`config.mk`:
```
export PLATFORM = sky130hd
export DESIGN_NAME = kbd_line_buf
export DESIGN_NICKNAME = d
export VERILOG_FILES = /design/src/rtl/kbd_pkg.sv /design/src/rtl/kbd_line_mem.sv /design/src/rtl/kbd_line_buf.sv
export SDC_FILE = /design/constraint.sdc
export NUM_CORES = 1
export LEC_CHECK = 0
export CORE_MARGIN = 10
export CORE_UTILIZATION = 61
export CTS_CLUSTER_SIZE = 30
export DETAILED_ROUTE_END_ITERATION = 10
export PLACE_DENSITY_LB_ADDON = 0.2
export SLEW_MARGIN = 25
export SYNTH_ARGS = -nofsm -noshare
export SYNTH_HDL_FRONTEND = slang
export SYNTH_SLANG_ARGS = --single-unit
```
`constraint.sdc`:
```
create_clock -name clk -period 4.07 [get_ports clk]
set_input_delay 0.814 -clock clk [delete_from_list [all_inputs] [get_ports clk]]
set_output_delay 0.814 -clock clk [all_outputs]
set_load 0.02 [all_outputs]
```
`src/rtl/kbd_pkg.sv`:
```
// kbd_pkg: ASCII codes and line-buffer state type shared by the keyboard and console blocks
package kbd_pkg;
  localparam logic [7:0] ASCII_CR       = 8'h0D;
  localparam logic [7:0] ASCII_BS       = 8'h08;
  localparam logic [7:0] ASCII_PRINT_LO = 8'h20;
  localparam logic [7:0] ASCII_PRINT_HI = 8'h7E;
  typedef enum logic {LB_S_EDIT, LB_S_DRAIN} lb_state_t;
  function automatic logic is_print(input logic [7:0] c);
    return c >= ASCII_PRINT_LO && c <= ASCII_PRINT_HI;
  endfunction
endpackage

```
`src/rtl/kbd_line_mem.sv`:
```
// kbd_line_mem: DEPTH x 8 line storage, one synchronous write port, one combinational read port
//   clk      clock
//   we_i     write enable; waddr_i/wdata_i write address/data
//   raddr_i  read address (driven from a register by the top)
//   rdata_o  byte at raddr_i
module kbd_line_mem #(
  parameter int DEPTH = 32,
  parameter int AW    = $clog2(DEPTH)
) (
  input  logic          clk,
  input  logic          we_i,
  input  logic [AW-1:0] waddr_i,
  input  logic [7:0]    wdata_i,
  input  logic [AW-1:0] raddr_i,
  output logic [7:0]    rdata_o
);
  logic [7:0] mem_q [DEPTH];
  always_ff @(posedge clk)
    if (we_i) mem_q[waddr_i] <= wdata_i;
  assign rdata_o = mem_q[raddr_i];
endmodule

```
`src/rtl/kbd_line_buf.sv`:
```
// kbd_line_buf: line editor with backspace, streams the finished line plus CR on valid/ready
//   clk, rst             clock, synchronous active-high reset
//   key_done, key_ascii  1-cycle key strobe and its ASCII byte
//   out_valid/out_data/out_last/out_ready  byte stream; out_last marks the trailing CR
//   line_len             chars currently stored
//   busy                 high while the line is being streamed
//   overflow, drop       1-cycle pulses: key lost to a full line / key lost while streaming
module kbd_line_buf
  import kbd_pkg::*;
#(
  parameter int DEPTH = 32,
  parameter int AW    = $clog2(DEPTH)
) (
  input  logic        clk,
  input  logic        rst,
  input  logic        key_done,
  input  logic [7:0]  key_ascii,
  output logic        out_valid,
  output logic [7:0]  out_data,
  output logic        out_last,
  input  logic        out_ready,
  output logic [AW:0] line_len,
  output logic        busy,
  output logic        overflow,
  output logic        drop
);
  localparam logic [AW:0] FULL = (AW+1)'(DEPTH);
  localparam logic [AW:0] ONE  = (AW+1)'(1);
  lb_state_t   state_q, state_d;
  logic [AW:0] len_q, len_d, rd_q, rd_d;
  logic        overflow_q, overflow_d, drop_q, drop_d;
  logic        draining, full, at_end, we, print;
  logic [7:0]  rd_byte;
  assign draining = state_q == LB_S_DRAIN;
  assign full     = len_q == FULL;
  assign at_end   = rd_q == len_q;
  assign print    = is_print(key_ascii);
  assign we       = !draining && key_done && print && !full;
  kbd_line_mem #(.DEPTH(DEPTH), .AW(AW)) u_mem (
    .clk     (clk),
    .we_i    (we),
    .waddr_i (len_q[AW-1:0]),
    .wdata_i (key_ascii),
    .raddr_i (rd_q[AW-1:0]),
    .rdata_o (rd_byte)
  );
  always_comb begin
    state_d    = state_q;
    len_d      = len_q;
    rd_d       = rd_q;
    overflow_d = !draining && key_done && print && full;
    drop_d     = draining && key_done;
    if (we) len_d = len_q + ONE;
    else if (!draining && key_done && key_ascii == ASCII_BS && len_q != '0) len_d = len_q - ONE;
    else if (!draining && key_done && key_ascii == ASCII_CR) begin
      state_d = LB_S_DRAIN;
      rd_d    = '0;
    end
    if (draining && out_ready) begin
      state_d = at_end ? LB_S_EDIT : LB_S_DRAIN;
      len_d   = at_end ? '0 : len_q;
      rd_d    = at_end ? '0 : rd_q + ONE;
    end
  end
  always_ff @(posedge clk) begin
    if (rst) begin
      state_q    <= LB_S_EDIT;
      len_q      <= '0;
      rd_q       <= '0;
      overflow_q <= 1'b0;
      drop_q     <= 1'b0;
    end else begin
      state_q    <= state_d;
      len_q      <= len_d;
      rd_q       <= rd_d;
      overflow_q <= overflow_d;
      drop_q     <= drop_d;
    end
  end
  // Output bytes come only from registered state, so they hold steady through a stall.
  assign out_valid = draining;
  assign out_last  = draining && at_end;
  assign out_data  = !draining ? 8'h00 : at_end ? ASCII_CR : rd_byte;
  assign busy      = draining;
  assign line_len  = len_q;
  assign overflow  = overflow_q;
  assign drop      = drop_q;
endmodule
```
**Word level (Yosys, flattened, before mapping)**

Memories as Yosys holds them, arrays and structs flattened. A register that Yosys moved wholly into a read port is not among the register bits.
Cells that the tools add are included.

- Add/subtract/negate cells: 3
- Order comparisons: 2
- Equal/unequal tests: 7
- Muxes and demuxes: 20
- Reductions and logical operators: 18

Operator list:

| kind | number |
|---|---|
| $mux 6 | 9 |
| $eq 8x4->1 const B | 2 |
| $mux 8 | 2 |
| $add 6x1->6 const B | 2 |
| $logic_and 1x1->1 | 11 |
| $mux 5 | 2 |
| $ge 8x6->1 const B | 1 |
| $le 8x7->1 const B | 1 |
| $mux 1 | 7 |
| $eq 6x6->1 | 1 |
| $eq 6x6->1 const B | 1 |
| $reduce_bool 6->1 | 1 |
| $sub 6x1->6 const B | 1 |
| $ne 2x2->1 const B | 2 |
| $reduce_and 3->1 | 1 |
| $reduce_bool 3->1 | 1 |
| $logic_not 1->1 | 2 |
| $ne 2x1->1 const B | 1 |
| $reduce_and 2->1 | 1 |
| $reduce_bool 2->1 | 1 |

- Bits in registers: 15
- RAM bits: 256
- Input bits: 12
- Word-level logic and storage cells: 56
- Memories: 1

Memory list:

| memory | words | width | read ports | clocked after Yosys merged registers in | wr ports | line | text |
|---|---|---|---|---|---|---|---|
| u_mem.mem_q | 32 | 8 | 1 | 1 | 1 | kbd_line_mem.sv:17 | `logic [7:0] mem_q [DEPTH];` |

**Depth between registers and ports, before layout**

Gate-level depths: netlist (run 1).

- Depth in word-level cells: 9
- Gate-level depth with buffers: 11

**By module**

A second synthesis (run 1) with hierarchy kept.

- Cells, all modules: 536
- Area total of the unflattened synthesis: 11004.3 µm²

Modules (own cells, without submodules):

| module | instances | cells each | area each (µm²) | seq. area each (µm²) |
|---|---|---|---|---|
| kbd_line_mem | 1 | 409 | 9893.2 | 7687.4 |
| kbd_line_buf | 1 | 127 | 1111.1 | 300.3 |

**Worst setup path before layout (run 1)**

No wires, ideal clock.

- Path type: input-to-reg
- From: input port key_ascii[7]
- To: register len_q[5], in the netlist line_len[5]
- Library setup time: 127 ps
- Arrival: 3307 ps
- Required time: 3943 ps
- Setup slack: 636 ps
- Cell stages on the path: 10
- Path through: or3b_1 > a211oi_4 > clkbuf_1 > nand2_1 > ha_1 > a211o_1 > a211oi_1 > o211ai_1 > a41oi_1 > o31ai_1

- Word-level cells in the longest chain between the ends: 6
- Elaborated cells between the ends (all ways): 12

Ends and longest elaborated chain:

| element | line | text |
|---|---|---|
| from (decl) | kbd_line_buf.sv:17 | `input logic [7:0] key_ascii,` |
| $ge 8x6->1 or $le 8x7->1 (tied branches) | kbd_pkg.sv:9 | `return c >= ASCII_PRINT_LO && c <= ASCII_PRINT_HI;` |
| $logic_and 1x1->1 | kbd_pkg.sv:9 |  |
| $logic_and 1x1->1 (2 in series) | kbd_line_buf.sv:38 | `assign we = !draining && key_done && print && !full;` |
| $reduce_bool 3->1 (no source line) or $mux 6 (tied branches) | n/a |  |
| $reduce_and 2->1 (no source line) or $mux 6 (tied branches) | n/a |  |
| to (signal assigned) | kbd_line_buf.sv:74 | `len_q <= len_d;` |
| to (decl) | kbd_line_buf.sv:30 | `logic [AW:0] len_q, len_d, rd_q, rd_d;` |

Several ways; a longest one is shown, not always the timed one.
A chain may end at the register's enable or synchronous reset.

==> results of run 1 <==
[cells by family after synthesis]
group	count (synthesis)
XOR/XNOR	6
AND/OR/NAND/NOR	120
buffers and inverters	33
AO/OA/AOI/OAI	44
multiplexers	80
adder cells (fa/ha/maj)	6
flip-flops	276
[synthesized netlist by cell type (5+ instances only)]
cell type,n,share of area
edfxtp_1,256,0.69
mux4_2,74,0.15
nor2_1,48,0.016
dfxtp_1,20,0.036
clkbuf_1,18,0.0061
nand3_1,16,0.0072
nand2_1,11,0.0037
a21oi_1,9,0.0041
a22oi_1,9,0.0061
and3_1,8,0.0045
buf_2,6,0.0027
mux2i_1,6,0.0054
xor2_1,6,0.0047
ha_1,5,0.0057
[registers in the layout (all words and copies together), names as in the netlist, named ones only]
signal	cells
u_mem.mem_q	256
line_len	6
rd_q	6
busy	1
drop	1
overflow	1
[cell type report]
| class | instances | area share |
|---|---|---|
| Clock inverter | 14 | 0.0134 |
| Tap cell | 229 | 0.0222 |
| Inverter | 4 | 0.00117 |
| Clock buffer | 35 | 0.0571 |
| Timing Repair Buffer | 80 | 0.0575 |
| Sequential cell | 276 | 0.628 |
| Multi-Input combinational cell | 256 | 0.220 |
[worst reg2reg max path: cells and delay by family (launching register included)]
family	cells	cell delay, ps
AO/OA/AOI/OAI	6	1520
adder cells (fa/ha/maj)	1	340
buffers and inverters	1	180
flip-flops	1	290
AND/OR/NAND/NOR	2	670
[power by group]
part	internal [mW]	total [mW]	switching, mW
combinational	0.0826	0.238	0.156
clock	1.53	2.53	1.00
sequential	3.11	3.13	0.0182
[repair_timing]
item                                    in CTS  in global routing
gates resized for setup                      0                  2
setup buffers                                0                  0
endpoints found under the setup margin       0                  3
[layer usage]
metal	global-route usage	routed length (um)
met2	0.317	11900
met5	0	0
met3	0.0283	1720
met1	0.287	9870
met4	0.0558	567
[layout by cell type (no fill, tap or decap), types with 2 or more instances in the layout]
master           Yosys  layout
dfxtp_1             20      18
o31ai_1              2       2
clkinv_2             0       8
bufinv_16            0       4
clkbuf_16            0      28
nand3b_1             3       3
a222oi_1             2       2
nand4_1              4       4
and3_1               8       8
ha_1                 5       5
buf_12               0       2
or3b_1               2       2
nand4b_1             3       3
inv_1                4       4
or3_1                3       3
nor2_1              48      48
mux4_2              74      74
a211oi_1             2       2
nor2b_1              4       4
a41oi_1              4       4
a21oi_1              9       9
clkdlybuf4s50_1      0      29
mux2i_1              6       6
or2_2                3       3
a22oi_1              9       9
xor2_1               6       6
nand2b_1             3       3
nand3_1             16      16
buf_4                2      46
nor3_1               4       4
nand2_1             11      11
a211o_1              3       3
and4_1               2       2
clkbuf_8             0       3
or3b_2               2       2
a311oi_1             4       4
clkbuf_1            18       5
o21a_1               2       2
edfxtp_1           256     256
[worst max-delay path by stage]
stage	endpoint	cells after the start
3_3_place_gp	line_len[5]	10
3_5_place_dp	line_len[5]	10
4_1_cts	out_data[0]	6
2_1_floorplan	line_len[5]	10
6_report	out_data[2]	6
5_1_grt	out_data[6]	6
==> flow_summary.json, run 1 <==
{
  "status": "finished, final reports clean",
  "drc": 0,
  "worstMarginPinSlew_ps": 714,
  "hold_path_depth": 1,
  "core.rowCount": 49,
  "die_y_um": 155,
  "coreArea_um2": 17900,
  "drv_cap": 0,
  "worst_clock_skew_ps": 13.0,
  "antenna_found_initial": 0,
  "p_leak_nw": 4.10,
  "track_usage": 0.200,
  "placed_cell_area_um2": 11900,
  "die_x_um": 155,
  "synth_area_um2": 11100,
  "rsz0062_at_grt": "false",
  "drt-initial-drc-count": 578,
  "p_per_area_nw_per_um2": 458,
  "postSynthAreaPerCell_um2": 19.6,
  "clk_pin_slew_worst_paths_ps": 60,
  "synth_cells": 565,
  "h-tree-depth": 1,
  "grt_max_degree": 65,
  "grt_pass1_vias": 5855,
  "drv_slew": 0,
  "fin_area_um2": 12900,
  "path_delay_family": "buffers and inverters",
  "setup.worst_path.start_class": "flop",
  "grt_pass1_wl_um": 36600,
  "cts.path.max_buffers": 3,
  "vias": 5801,
  "viasPerCell": 6.49,
  "grt-ovfl-total": 0,
  "synth_simple_gate_area_share": 0.0570,
  "finalHoldViolCount": 0,
  "synth-xor-area-share": 0.00475,
  "min_period_over_period": 0.983,
  "synth_fa_ha_area_frac": 0.00746,
  "pre_cts_ws_ps": 42.6,
  "hold_class": "reg -> reg",
  "area_delta_synth_final_pct": 16.4,
  "final_util": 0.720,
  "synth_warnings": 0,
  "setup_viol_count_final": 0,
  "final_antenna_net_count": 0,
  "critical_path.max_fanout": 18,
  "cp_slowest_cell": "mux4_2",
  "min_to": "rd_q[5]",
  "fin_ws_ps": 69.3,
  "final.setup.tns_ps": 0,
  "crit_type": "reg -> out",
  "root_buffer": "clkbuf_16",
  "slew-limit-headroom": 0.522,
  "p_total_mw": 5.90,
  "async_flop_share": 0,
  "max_freq_mhz": 250,
  "dp.cells": 844,
  "synth-edff-count": 256,
  "nets": 663,
  "clock_latency_ps": 520,
  "place.gp.congestion": 0.815,
  "cts_num_sinks": 276,
  "synth-main-ff-cell": "edfxtp_1",
  "cts-hold-fix-buffers": 0,
  "syn_nets": 583,
  "synth_cell_types": 47,
  "start_util": 0.618,
  "peakVddDrop_uv": 331,
  "ios": 31,
  "wire_per_inst_um": 26.9,
  "synth_compound_area_frac": 0.0313,
  "drt-total-wl_um": 24000,
  "portBuffers": 30,
  "worstPathRequired_ps": 3260,
  "synth-seq-cells": 276,
  "numCtsBuffers": 27,
  "cts_tree": "done",
  "ys_seq_area_frac": 0.731,
  "die-area_um2": 23900,
  "drive_gt1_frac": 0.271,
  "hpwl_um": 15100,
  "register_area_um2": 8090,
  "r2r_end": "line_len[5]",
  "multi_input_area_um2": 2840,
  "synth_mux_area_frac": 0.156,
  "rrSetupSlack_ps": 970,
  "regToRegStartpoint": "busy",
  "critPathMaxStageDelay_ps": 560,
  "fill_cells": 1063,
  "antenna_cells": 0,
  "end_kind": "output pin",
  "critical_path_buf_inv_count": 2,
  "arrival_ps": 3190,
  "synth_top_family_by_area": "multiplexers",
  "final_cells": 894,
  "fin_crit_ps": 4000,
  "min_from": "rd_q[5]",
  "crit_chain": "buf_16, mux4_2, a222oi_1, nand4b_1, and3_1, clkdlybuf4s50_1",
  "reg2reg_depth": 10,
  "drt_first_pass_iters": 5,
  "whs_ps": 512
}
Note: power is estimated with default switching activity, not from simulation.
==> run 2, diff against run 1 <==
--- a/config.mk
+++ b/config.mk
@@ -7,6 +7,7 @@
 export LEC_CHECK = 0
 export CORE_MARGIN = 10
 export CORE_UTILIZATION = 61
+export CTS_BUF_LIST = sky130_fd_sc_hd__clkbuf_8
 export CTS_CLUSTER_SIZE = 30
 export DETAILED_ROUTE_END_ITERATION = 10
 export PLACE_DENSITY_LB_ADDON = 0.2
==> flow_summary.json, run 2 (synthesis results as in run 1) <==
{
  "p_per_area_nw_per_um2": 434,
  "final_cell_mix": "edfxtp_1, mux4_2, nor2_1",
  "place.gp.congestion": 0.815,
  "final_common_cell": "edfxtp_1",
  "root_buffer": "clkbuf_8",
  "clk_pin_slew_worst_paths_ps": 60,
  "hpwl_um": 15100,
  "r2r_end": "line_len[5]",
  "die_x_um": 155,
  "crit_type": "reg -> out",
  "drt_first_pass_iters": 8,
  "fin_area_um2": 12800,
  "regToRegStartpoint": "busy",
  "drt-initial-drc-count": 626,
  "top_register": "u_mem.mem_q",
  "placed_cell_area_um2": 11900,
  "cts_tree": "done",
  "min_from": "rd_q[5]",
  "pre_cts_ws_ps": 42.6,
  "drc": 0,
  "switching_share": 0.217,
  "vias": 5880,
  "viasPerCell": 6.36,
  "rrSetupSlack_ps": 990,
  "die_y_um": 155,
  "final_antenna_net_count": 0,
  "max_freq_mhz": 253,
  "largest_reg_flops": 256,
  "portBuffers": 30,
  "hold_class": "reg -> reg",
  "setup_viol_count_final": 0,
  "peakVddDrop_uv": 286,
  "arrival_ps": 3140,
  "drive_gt1_frac": 0.282,
  "critical_path.max_fanout": 17,
  "power_frac_comb": 0.042,
  "numCtsBuffers": 43,
  "min_period_over_period": 0.971,
  "drv_slew": 0,
  "hold_path_depth": 1,
  "setup.worst_path.start_class": "flop",
  "grt_pass1_wl_um": 37000,
  "rsz0062_at_grt": "false",
  "end_kind": "output pin",
  "status": "finished, final reports clean",
  "worstPathRequired_ps": 3260,
  "clock_latency_ps": 540,
  "grt-ovfl-total": 0,
  "wire_per_inst_um": 25.8,
  "worst_clock_skew_ps": 21.8,
  "finalHoldViolCount": 0,
  "antenna_found_initial": 0,
  "fill_cells": 1087,
  "die-area_um2": 23900,
  "start_util": 0.618,
  "cts.path.max_buffers": 3,
  "h-tree-depth": 2,
  "ios": 31,
  "track_usage": 0.203,
  "drv_cap": 0,
  "internal_power_mw": 4.36,
  "min_to": "rd_q[5]",
  "clockPowerShare": 0.395,
  "sequentialPowerShare": 0.562,
  "fin_crit_ps": 3950,
  "reg2reg_depth": 10,
  "cts_setup_buffers": 0,
  "grt_max_degree": 65,
  "fin_ws_ps": 118,
  "power_switching_mw": 1.21,
  "drt-total-wl_um": 23900,
  "core.rowCount": 49,
  "worstMarginPinSlew_ps": 758,
  "antenna_cells": 0,
  "p_leak_nw": 4.20,
  "area_delta_synth_final_pct": 15.8,
  "coreArea_um2": 17900,
  "cts_num_sinks": 276,
  "grt_pass1_vias": 5971,
  "slew-limit-headroom": 0.493,
  "nets": 679,
  "final.setup.tns_ps": 0
}
-- run 2: changes by cell type in the layout (fill, tap and decap cells not counted), sizes merged, moves of 2 or more --
| cell | before | now |
|---|---|---|
| bufinv | 4 | 2 |
| clkdlybuf4s50 | 29 | 25 |
| dlymetal6s2s | 1 | 5 |
| inv | 5 | 16 |
| clkinv | 9 | 20 |
| clkbuf | 36 | 45 |
-- run 2: area by class of cell --
cell class | count | area [um^2] | share of cell area
clock buffers | 45 | 619 | 0.0483
flip-flops and latches | 276 | 8090 | 0.631
multi-input cells | 256 | 2840 | 0.222
clock inverters | 35 | 205 | 0.0160
well taps | 229 | 287 | 0.0224
repair buffers | 80 | 758 | 0.0592
inverters | 4 | 15.0 | 0.00117
-- run 2: worst max path at each step --
stage | startpoint | endpoint | slack [ps]
2_1_floorplan | key_ascii[7] | line_len[5] | 640
3_3_place_gp | key_ascii[7] | line_len[5] | 140
3_5_place_dp | key_ascii[7] | line_len[5] | 40
4_1_cts | flop | out_data[0] | 30
5_1_grt | flop | out_data[3] | 8
6_report | flop | out_data[5] | 120
-- run 2: metrics by stage --
step	cells	util	total power [mW]	hold WS, ps
final	925	0.716	5.57	516
after global placement	844	0.667	3.41	495
after CTS	925	0.715	5.60	512
after global routing	925	0.716	5.76	535
after floorplan	565	-	3.30	471
after detailed placement	844	0.667	3.42	496
-- run 2: what timing repair did --
action                     4_1_cts  5_1_grt
setup endpoints to repair        2        5
resized for setup                1        5
hold buffers                     0        0
gates cloned                     1        0
-- run 2: layer usage --
| layer | GRT usage | share of wire |
|---|---|---|
| met1 | 0.286 | 0.41 |
| met2 | 0.317 | 0.49 |
| met3 | 0.0399 | 0.082 |
| met4 | 0.0634 | 0.018 |
| met5 | 0 | 0 |
-- run 2: worst max-delay path: stages, from the launching register on --
cell	delay [ps]
dfxtp_4	450
bufbuf_16	360
mux4_2	500
mux4_2	510
mux2i_1	150
nor2_1	80
clkdlybuf4s50_1	550
-- run 2: power groups by stage --
stage          clock network [mW]  logic [mW]  registers (mW)
6_report                     2.20       0.236            3.13
5_1_grt                      2.37       0.255            3.13
4_1_cts                      2.23       0.233            3.13
3_5_place_dp                    0       0.232            3.19
3_3_place_gp                    0       0.219            3.19
2_1_floorplan                   0       0.114            3.19
